**src/rtl/mem_sim_queue.sv**
```systemverilog
// mem_sim_queue -- small word memory behind an in-order request queue.
//
// Requests (READ / WRITE / ADD / reserved) are accepted on doit & !busy,
// queued, and serviced one at a time by a single engine that takes STEPS
// cycles per operation. READ and ADD answer with a one-cycle rvalid strobe
// and a registered rdata that holds until the next answer.
//
// Ports:
//   clk    in  1        clock, all state changes on rising edge
//   init   in  1        asynchronous active-high reset
//   addr   in  LOGSIZE  request word address
//   wdata  in  WIDTH    write data / ADD addend
//   op     in  2        00 READ, 01 WRITE, 10 ADD, 11 reserved
//   doit   in  1        request strobe
//   busy   out 1        queue full, request not accepted
//   idle   out 1        nothing outstanding
//   rvalid out 1        one-cycle response strobe
//   rdata  out WIDTH    response data
//   err    out 1        sticky: reserved op completed
module mem_sim_queue #(
  parameter int LOGSIZE = 4,
  parameter int WIDTH   = 8,
  parameter int STEPS   = 3,
  parameter int QDEPTH  = 4
) (
  input  logic               clk,
  input  logic               init,
  input  logic [LOGSIZE-1:0] addr,
  input  logic [WIDTH-1:0]   wdata,
  input  logic [1:0]         op,
  input  logic               doit,
  output logic               busy,
  output logic               idle,
  output logic               rvalid,
  output logic [WIDTH-1:0]   rdata,
  output logic               err
);

  localparam int DEPTH = 1 << LOGSIZE;
  localparam int PW    = (QDEPTH > 1) ? $clog2(QDEPTH) : 1;
  localparam int OW    = PW + 1;
  localparam int CW    = 12;

  localparam logic [OW-1:0] OCC_ONE  = OW'(1);
  localparam logic [OW-1:0] OCC_FULL = OW'(QDEPTH);
  localparam logic [PW-1:0] PTR_ONE  = PW'(1);
  localparam logic [CW-1:0] CNT_ONE  = CW'(1);
  localparam logic [CW-1:0] CNT_LOAD = CW'(STEPS);

  typedef enum logic [1:0] {
    OP_READ  = 2'b00,
    OP_WRITE = 2'b01,
    OP_ADD   = 2'b10,
    OP_RSVD  = 2'b11
  } op_e;

  // Memory and queue storage are flops because reset must clear them.
  logic [WIDTH-1:0]   mem_q   [DEPTH];
  logic [LOGSIZE-1:0] q_addr_q[QDEPTH];
  logic [WIDTH-1:0]   q_data_q[QDEPTH];
  logic [1:0]         q_op_q  [QDEPTH];

  logic [PW-1:0]    wr_ptr_q, rd_ptr_q;
  logic [OW-1:0]    occ_q, occ_d;
  logic [CW-1:0]    cnt_q, cnt_d;
  logic [WIDTH-1:0] rdata_q;
  logic             rvalid_q, err_q;

  logic               accept, complete;
  logic [LOGSIZE-1:0] head_addr;
  logic [WIDTH-1:0]   head_data, head_mem, head_sum;
  op_e                head_op;

  // Status comes only from registered occupancy, so doit never reaches busy.
  assign busy   = (occ_q == OCC_FULL);
  assign idle   = (occ_q == '0);
  assign rvalid = rvalid_q;
  assign rdata  = rdata_q;
  assign err    = err_q;

  assign accept   = doit & ~busy;
  // The head entry is the one in service whenever occupancy is non-zero.
  assign complete = (occ_q != '0) && (cnt_q == CNT_ONE);

  assign head_addr = q_addr_q[rd_ptr_q];
  assign head_data = q_data_q[rd_ptr_q];
  assign head_op   = op_e'(q_op_q[rd_ptr_q]);
  assign head_mem  = mem_q[head_addr];
  assign head_sum  = head_mem + head_data;

  always_comb begin
    occ_d = occ_q;
    if (accept && !complete) begin
      occ_d = occ_q + OCC_ONE;
    end else if (!accept && complete) begin
      occ_d = occ_q - OCC_ONE;
    end
  end

  // Service counter: loads on a bypass start into an empty block, reloads
  // at a completion edge when more work remains, otherwise counts down.
  always_comb begin
    cnt_d = cnt_q;
    if (complete) begin
      cnt_d = (occ_d != '0) ? CNT_LOAD : '0;
    end else if (occ_q != '0) begin
      cnt_d = cnt_q - CNT_ONE;
    end else if (accept) begin
      cnt_d = CNT_LOAD;
    end
  end

  always_ff @(posedge clk or posedge init) begin
    if (init) begin
      for (int i = 0; i < QDEPTH; i++) begin
        q_addr_q[i] <= '0;
        q_data_q[i] <= '0;
        q_op_q[i]   <= '0;
      end
      wr_ptr_q <= '0;
      rd_ptr_q <= '0;
      occ_q    <= '0;
      cnt_q    <= '0;
    end else begin
      occ_q <= occ_d;
      cnt_q <= cnt_d;
      if (accept) begin
        q_addr_q[wr_ptr_q] <= addr;
        q_data_q[wr_ptr_q] <= wdata;
        q_op_q[wr_ptr_q]   <= op;
        wr_ptr_q           <= wr_ptr_q + PTR_ONE;
      end
      if (complete) begin
        rd_ptr_q <= rd_ptr_q + PTR_ONE;
      end
    end
  end

  always_ff @(posedge clk or posedge init) begin
    if (init) begin
      for (int i = 0; i < DEPTH; i++) begin
        mem_q[i] <= '0;
      end
      rdata_q  <= '0;
      rvalid_q <= 1'b0;
      err_q    <= 1'b0;
    end else begin
      rvalid_q <= 1'b0;
      if (complete) begin
        case (head_op)
          OP_READ: begin
            rdata_q  <= head_mem;
            rvalid_q <= 1'b1;
          end
          OP_WRITE: begin
            mem_q[head_addr] <= head_data;
          end
          OP_ADD: begin
            mem_q[head_addr] <= head_sum;
            rdata_q          <= head_sum;
            rvalid_q         <= 1'b1;
          end
          default: begin
            err_q <= 1'b1;
          end
        endcase
      end
    end
  end

endmodule

```
**config.mk**
```make
export PLATFORM = sky130hd
export DESIGN_NAME = mem_sim_queue
export DESIGN_NICKNAME = d
export VERILOG_FILES = /design/src/rtl/mem_sim_queue.sv
export SDC_FILE = /design/constraint.sdc
export NUM_CORES = 1
export LEC_CHECK = 0
export ABC_AREA = 1
export CORE_ASPECT_RATIO = 1.4
export CORE_UTILIZATION = 53
export DETAILED_ROUTE_END_ITERATION = 8
export GPL_TIMING_DRIVEN = 0
export PLACE_DENSITY = 0.68
export SLEW_MARGIN = 20
export SYNTH_ARGS = -nofsm -noshare
export SYNTH_HDL_FRONTEND = slang
export SYNTH_SLANG_ARGS = --single-unit
```
**constraint.sdc**
```tcl
create_clock -name clk -period 8.3 [get_ports clk]
set_clock_uncertainty 0.2 [all_clocks]
set_input_delay 1.66 -clock clk [delete_from_list [all_inputs] [get_ports clk]]
set_output_delay 1.66 -clock clk [all_outputs]
set_load 0.1 [all_outputs]
```
== After elaboration in Yosys (flattened, before gate mapping) ==
Index checks and enable logic that the tools add are counted.

* Word-level logic and storage cells: 110
* Output and inout port bits: 12
* Register bits: 213
* Input bits: 17

* Reductions and logical operators: 19
* Multiplexer cells: 35
* $add $sub $neg: 6
* Magnitude comparators: 5
* Bitwise logic cells: 6
* Equality and inequality tests: 4

{| class="wikitable"
|+ Operators with widths
! cell !! number
|-
| $bwmux W128 || 2
|-
| $pmux W128 S2 || 1
|-
| $mux W8 || 6
|-
| $mux W12 || 3
|-
| $bmux W8 S4 || 1
|-
| $bwmux W32 || 1
|-
| $demux W8 S4 || 1
|-
| $bmux W8 S2 || 1
|-
| $bwmux W16 || 1
|-
| $demux W8 S2 || 1
|-
| $pmux W8 S2 || 1
|-
| $eq A12 B1 Y1 const B || 1
|-
| $mux W4 || 3
|-
| $sub A12 B1 Y12 const B || 1
|-
| $reduce_bool A3 Y1 || 3
|-
| $add A8 B8 Y8 || 1
|-
| $bmux W4 S2 || 1
|-
| $bwmux W8 || 1
|-
| $demux W4 S2 || 1
|-
| $mux W2 || 4
|-
| $ge A3 B3 Y1 const B || 2
|-
| $mux W3 || 2
|-
| $not A2 Y3 || 2
|-
| $reduce_and A2 Y1 || 3
|-
| 22 further kinds || 31
|}

== Logic depth before layout (Yosys ltp) ==
Gate-level depths: netlist (run 1).

* Depth after elaboration: 11
* Depth in mapped cells: 29
* Mapped depth without buffers: 26

== Worst setup path after synthesis (run 1) ==
OpenSTA, ideal clock, no wires.

* Kind: flip-flop to flip-flop
* Start: reg rd_ptr_q[0]
* End: reg mem_q[22] in the netlist's numbering
* Clock period less this slack: 3.946 ns
* Slack: 4.354 ns
* Buffers on the path: 4
* Stages on the path, launching flop included: 28
* Arrival: 3.615 ns
* Cell sequence: dfrtp_1 > inv_2 > nand2_1 > nand3_4 > nand2_4 > buf_6 > inv_2 > nor2_4 > inv_2 > buf_2 > buf_2 > o22ai_1 > o21ai_0 > and3_1 > ha_1 > inv_1 > fa_1 > o21ai_0 > nand2_1 > a21oi_1 > o21ai_0 > nand2_1 > a21oi_1 > o21ai_0 > nand2_1 > inv_1 > clkbuf_1 > o21ai_0

* Longest elaborated chain between the ends: 11
* Elaborated cells between the ends (all ways): 27
* Those cells by class: add/sub (1); order compare (2); eq/ne (2); mux (17); bitwise (2); reduce/logical (3)

{| class="wikitable"
|+ RTL lines
! item !! RTL line !! source
|-
| from (decl) || 63 || <nowiki>logic [PW-1:0] wr_ptr_q, rd_ptr_q;</nowiki>
|-
| from (signal assigned) || 134 || <nowiki>rd_ptr_q <= rd_ptr_q + PTR_ONE;</nowiki>
|-
| $not A2 Y3 (implied by the code) (*) || 85, 86, 87 ||
|-
| $bmux W4 S2 || 85 || <nowiki>assign head_addr = q_addr_q[rd_ptr_q];</nowiki>
|-
| $mux W4 (implied by the code) (2 in a row) || 85 ||
|-
| $not A4 Y5 (implied by the code) || 88, 156, 159 ||
|-
| $bmux W8 S4, or another cell as far along || 88 || <nowiki>assign head_mem = mem_q[head_addr];</nowiki>
|-
| $mux W8 (implied by the code) or $logic_and A1 B1 Y1 (tied branches) || 88, 156, 159 ||
|-
| $mux W8 (on tied branches) || 88, 156, 159 ||
|-
| $add A8 B8 Y8 or $demux W8 S4 (tied branches) || 89, 156, 159 ||
|-
| $bwmux W128 (on tied branches) || 159, 156 ||
|-
| $pmux W128 S2 || 150 || <nowiki>case (head_op)</nowiki>
|-
| to (signal, indexed assignment) || 156 || <nowiki>mem_q[head_addr] <= head_data;</nowiki>
|-
| to (signal, indexed assignment) || 159 || <nowiki>mem_q[head_addr] <= head_sum;</nowiki>
|-
| to (decl) || 58 || <nowiki>logic [WIDTH-1:0] mem_q [DEPTH];</nowiki>
|}

Mark *: on every way between the ends. The rest lies on a longest branch, timed or not. The select of a mux whose other input is x is not followed.
A chain may end at the register's enable or synchronous reset.

== Worst setup path in the final report (run 1) ==
* Start: reg rd_ptr_q[0]
* End: reg mem_q[30] in the netlist's numbering

The elaborated chain is that of the path after synthesis.

==> impl_metrics.yaml, run 1 <==
grt:
  grt.met3_usage_pct: 3.61
  grt-busiest-layer: "met2"
  gr-usage-met1_pct: 36.2
  gr-total-overflow: 0
  grt_first_pass_wirelength_mm: 44.8
  grt_use_met2_pct: 49.4
  grt_usage_pct: 28.6
  grt_max_degree: 105
  antenna_found_initial: 0
  grt_pass1_vias: 8735
final_layout:
  layout_commonest_cell: "nand2_1"
  fillers: 1667
  multi_input_area_um2: 4200
  antenna_cells: 0
  area_growth_pct: 13.6
  design_area_um2: 11600
  final_cell_mix: "354 x nand2_1, 213 x dfrtp_1, 211 x o21ai_0"
  drive_gt1_share_pct: 7.31
  nNetsFinal: 1323
  regArea_um2: 5330
  fin_cells: 1544
timing:
  drv_slew: 0
  rsz0062_at_grt: "no"
  fmax_ghz: 0.184
  max_slew_margin_pct: 34.5
  post-route-min-period_ns: 5.45
  finalSetupViolCount: 0
  finalCritPeriodShare_pct: 65.7
  worst_slew_pin_slew_ns: 0.979
  finalHoldViolations: 0
power:
  leakagePower_nw: 5.55
  vdd_drop_max_uv: 236
  powerDensity_nw_per_um2: 440
placement:
  placedCellCount: 1505
  gp_congestion: 0.903
  dpl-instance-area_um2: 10800
  port_buffers: 28
  dp_hpwl_mm: 19.0
routing:
  dr.pass1.iters: 5
  vias: 8695
  wl_per_cell_um: 17.7
  drc: 0
  vias_per_cell: 5.63
  routed_wl_mm: 27.3
  drt_iter0_drc: 679
  ant_nets: 0
synthesis:
  avgSynthCellArea_um2: 8.27
  netlist_top_cells_area: "dfrtp_1 52%, nand2_1 13%, o21ai_0 10%, o22ai_1 4.1%, inv_1 3.7%"
  synth_top_area_cell: "dfrtp_1"
  synth-seq-cells: 213
  synth_edf_count: 0
  synth_nets: 1269
  syn_inst: 1231
  seq_area_frac_synth_pct: 52.3
  synthArstFlopShare_pct: 100
  synth-main-ff-cell: "dfrtp_1"
  syn_area_um2: 10200
  ys.warnings.count: 0
  synth_cell_type_count: 39
  yosys.area.top_type_share_pct: 52.3
setup_path:
  cp.arrival_ns: 5.61
  worst_setup_path_end_kind: "register"
  crit_required_ns: 8.46
  critPathLaunchType: "register"
  ff2ff_setup_slack_ns: 2.85
  critical_path_class: "register to register"
  crit_fanout: 10
outcome:
  status: "finished, final reports clean"
clocking:
  cts_tree: "done"
  cts_buffer_depth: 3
  clk_pin_slew_ns: 0.06
  cts-resized-gates: 0
  cts_buffers: 22
  clock_latency_ns: 0.51
  root_buffer: "clkbuf_16"
  ctsHoldBuffers: 0
  clock-sinks: 213
  cts_setup_buffers: 0
  htreeDepth: 1
flow_run:
  cap_violations: 0
die:
  design.core.area_um2: 18700
  initial_core_util_pct: 54.5
  ios: 29
  die_area_um2: 19800
  die_y_um: 166
  die_w_um: 119
  rows: 59
hold_path:
  hold_path.class: "register to register"
through the flow:
stage          power (mW)  hold WS (ns)  TNS, ns  util, %  setup slack, ns
2_1_floorplan        3.24         0.248        0        -            0.617
3_3_place_gp         4.00         0.254  -451.39     57.7            -2.15
3_5_place_dp         4.05         0.264        0     58.0             3.02
4_1_cts              5.07         0.278        0     62.0             2.99
5_1_grt              5.46         0.298        0     62.0             2.41
6_report             5.10         0.272        0     62.0             2.85
synthesized netlist by cell type, drive strengths merged (10+ instances only):
| cell | count |
|---|---|
| ha | 20 |
| o22ai | 66 |
| o21ai | 227 |
| inv | 114 |
| nand3 | 42 |
| buf | 24 |
| a21oi | 19 |
| xor2 | 10 |
| nor2 | 66 |
| nand4 | 12 |
| dfrtp | 213 |
| clkbuf | 22 |
| nand2 | 356 |
power breakdown:
group | leakage (nW) | internal (mW) | total (mW) | switching, mW
Sequential | 2.86 | 1.27 | 1.41 | 0.138
Clock | 0.368 | 0.598 | 1.01 | 0.407
Combinational | 2.31 | 0.792 | 2.68 | 1.89
registers in the layout (all words and copies together), names as in the netlist:
| name | flops |
|---|---|
| rdata | 8 |
| rd_ptr_q | 2 |
| rvalid | 1 |
| err | 1 |
| q_op_q | 8 |
| occ_q | 3 |
| wr_ptr_q | 2 |
| cnt_q | 12 |
| mem_q | 128 |
| q_addr_q | 16 |
| q_data_q | 32 |
critical path: stages (launching register included):
cell	delay [ns]
dfrtp_1	0.45
inv_2	0.20
nand2_1	0.13
nand3_4	0.16
nand2_4	0.12
buf_6	0.16
inv_2	0.06
nor2_4	0.05
inv_2	0.05
buf_2	0.27
buf_2	0.31
o22ai_1	0.11
o21ai_0	0.29
and3_1	0.25
ha_1	0.19
inv_1	0.06
fa_1	0.39
o21ai_0	0.22
nand2_1	0.10
a21oi_1	0.20
o21ai_0	0.12
nand2_1	0.09
a21oi_1	0.06
o21ai_0	0.10
nand2_1	0.08
inv_1	0.17
clkbuf_1	0.54
o21ai_0	0.16
kinds of logic after synthesis:
family	Yosys count	share of synthesized area, %
and+or+nand+nor	498	20.3
AOI/OAI and AO/OA	325	17.1
buffers and inverters	161	6.46
muxes	1	0.111
DFF	213	52.3
adders and majority gates	21	2.65
xor gates and xnor gates	12	1.03
final timing paths:
kind	from	end	cells past startpoint
max	rd_ptr_q[0]	mem_q[30]	27
min	err	err	1
max reg2reg	rd_ptr_q[0]	mem_q[30]	27
min reg2reg	err	err	1
max in group asynchronous	init	cnt_q[5]	3
min in group asynchronous	init	q_data_q[2]	2
routing by layer:
metal  wire (um)  part of all wire, %  vias up
met5           0                    0        -
met3        1310                  4.8       56
met4         980                  3.6        0
met2       13600                   50      258
li1            -                    -     4185
met1       11400                   42     4196
cell type report:
| class | instances | share of cell area [%] |
|---|---|---|
| sequential | 213 | 46.1 |
| multi-input combinational | 857 | 36.3 |
| clock buffer | 34 | 5.94 |
| inverter | 115 | 3.80 |
| timing repair buffer | 30 | 2.90 |
| tap | 244 | 2.64 |
| buffer | 46 | 1.96 |
| clock inverter | 5 | 0.433 |
(Power assumes the default switching activity.)
==> run 2, diff against run 1 <==
- clock period: 8.3 -> 5.67 ns (I/O delays scaled with it)
==> impl_metrics.yaml, run 2 (synthesized netlist as in run 1, its figures left out) <==
routing:
  wl_per_cell_um: 17.5
  dr.pass1.iters: 5
  vias_per_cell: 5.53
  ant_nets: 0
  drt_iter0_drc: 547
  vias: 8562
  routed_wl_mm: 27.1
  drc: 0
setup_path:
  critPathTopFamily: "buffers and inverters"
  cp_common_cell: "nand2_1"
  critical_path.max_stage_delay_ns: 0.53
  critical_path_class: "register to register"
  crit_fanout: 10
  r2r_end: "mem_q[20]"
  rr_worst_depth: 25
  ff2ff_setup_slack_ns: 0.43
  crit_required_ns: 5.83
  cp_num_buf_inv: 9
  critPathLaunchType: "register"
  crit_path_top_delay_cell: "clkbuf_1"
  cp.arrival_ns: 5.40
  rr_startpoint: "rd_ptr_q[0]"
  worst_setup_path_end_kind: "register"
grt:
  grt_max_degree: 35
  grt_first_pass_wirelength_mm: 44.5
  antenna_found_initial: 0
  gr-total-overflow: 0
  grt_usage_pct: 28.4
  grt_pass1_vias: 8524
placement:
  gp_congestion: 0.911
  port_buffers: 28
  placedCellCount: 1509
  dp_hpwl_mm: 19.3
  pre_cts_ws_ns: 0.394
clocking:
  cts_buffer_depth: 3
  cts_buffers: 22
  cts-resized-gates: 0
  htreeDepth: 1
  clock_latency_ns: 0.51
  clock-sinks: 213
  clk_pin_slew_ns: 0.06
  cts_setup_buffers: 0
  ctsHoldBuffers: 0
  root_buffer: "clkbuf_16"
  cts_tree: "done"
timing:
  worst_slew_pin_slew_ns: 0.980
  post-route-min-period_ns: 5.24
  finalCritPeriodShare_pct: 92.5
  finalHoldViolations: 0
  rsz0062_at_grt: "no"
  max_slew_margin_pct: 34.5
  drv_slew: 0
  setup_slack_ns: 0.428
  finalSetupViolCount: 0
  fmax_ghz: 0.191
power:
  power_mw: 7.60
  leakagePower_nw: 5.60
  powerDensity_nw_per_um2: 649
  vdd_drop_max_uv: 463
hold_path:
  hold_path.class: "register to register"
  holdPathEnd: "err"
  min_path_cells: 1
  min_from: "err"
flow_run:
  cap_violations: 0
die:
  rows: 59
  ios: 29
  design.core.area_um2: 18700
  initial_core_util_pct: 54.5
  die_y_um: 166
  die_area_um2: 19800
  die_w_um: 119
final_layout:
  regArea_um2: 5330
  antenna_cells: 0
  drive_gt1_share_pct: 7.67
  fillers: 1663
  area_growth_pct: 14.9
  final_cell_mix: "354 x nand2_1, 213 x dfrtp_1, 211 x o21ai_0"
  fin_cells: 1547
  multi_input_area_um2: 4200
  layout_commonest_cell: "nand2_1"
  top_register: "mem_q"
  largest_reg_flops: 128
  nNetsFinal: 1326
  reg_top3: "mem_q (128), q_data_q (32), q_addr_q (16)"
outcome:
  status: "finished, final reports clean"
[run 2: worst max-delay path by stage]
stage | startpoint | slack [ns] | cells past startpoint | to
after CTS | rd_ptr_q[0] | 0.34 | 27 | mem_q[30]
after floorplan | init | 1.57 | 1 | cnt_q[0]
after global routing | rd_ptr_q[0] | 0.12 | 26 | mem_q[30]
after detailed placement | rd_ptr_q[0] | 0.39 | 27 | mem_q[62]
final | rd_ptr_q[0] | 0.43 | 25 | mem_q[20]
after global placement | init | -0.11 | 2 | cnt_q[8]
[run 2: layout make-up]
| class | instances | share of cell area, % |
|---|---|---|
| sequential | 213 | 45.5 |
| multi-input combinational | 857 | 35.9 |
| clock buffer | 30 | 5.48 |
| inverter | 115 | 3.72 |
| timing repair buffer | 34 | 3.42 |
| tap | 244 | 2.61 |
| buffer | 45 | 1.90 |
| clock inverter | 9 | 1.45 |
[run 2: power by group]
part	leakage, nW	switching, mW	internal, mW
clock network	0.402	0.604	1.02
registers	2.86	0.199	1.86
logic	2.34	2.76	1.16
total	5.60	3.56	4.04
[run 2: routing by layer]
metal | vias up | wire [um] | global-route usage (%)
li1 | 4204 | - | -
met1 | 4069 | 11300 | 36.6
met2 | 230 | 13300 | 48.0
met3 | 59 | 1260 | 3.23
met4 | 0 | 1230 | 12.8
met5 | - | 0 | 0
[run 2: stage by stage]
stage	util, %	instance area, um^2	TNS, ns	hold WS [ns]
floorplan	-	10200	0	0.248
detailed placement	58.3	10900	0	0.264
global placement	57.7	10800	-18.37	0.255
CTS	62.7	11700	0	0.278
global route	62.7	11700	0	0.301
finish	62.7	11700	0	0.273
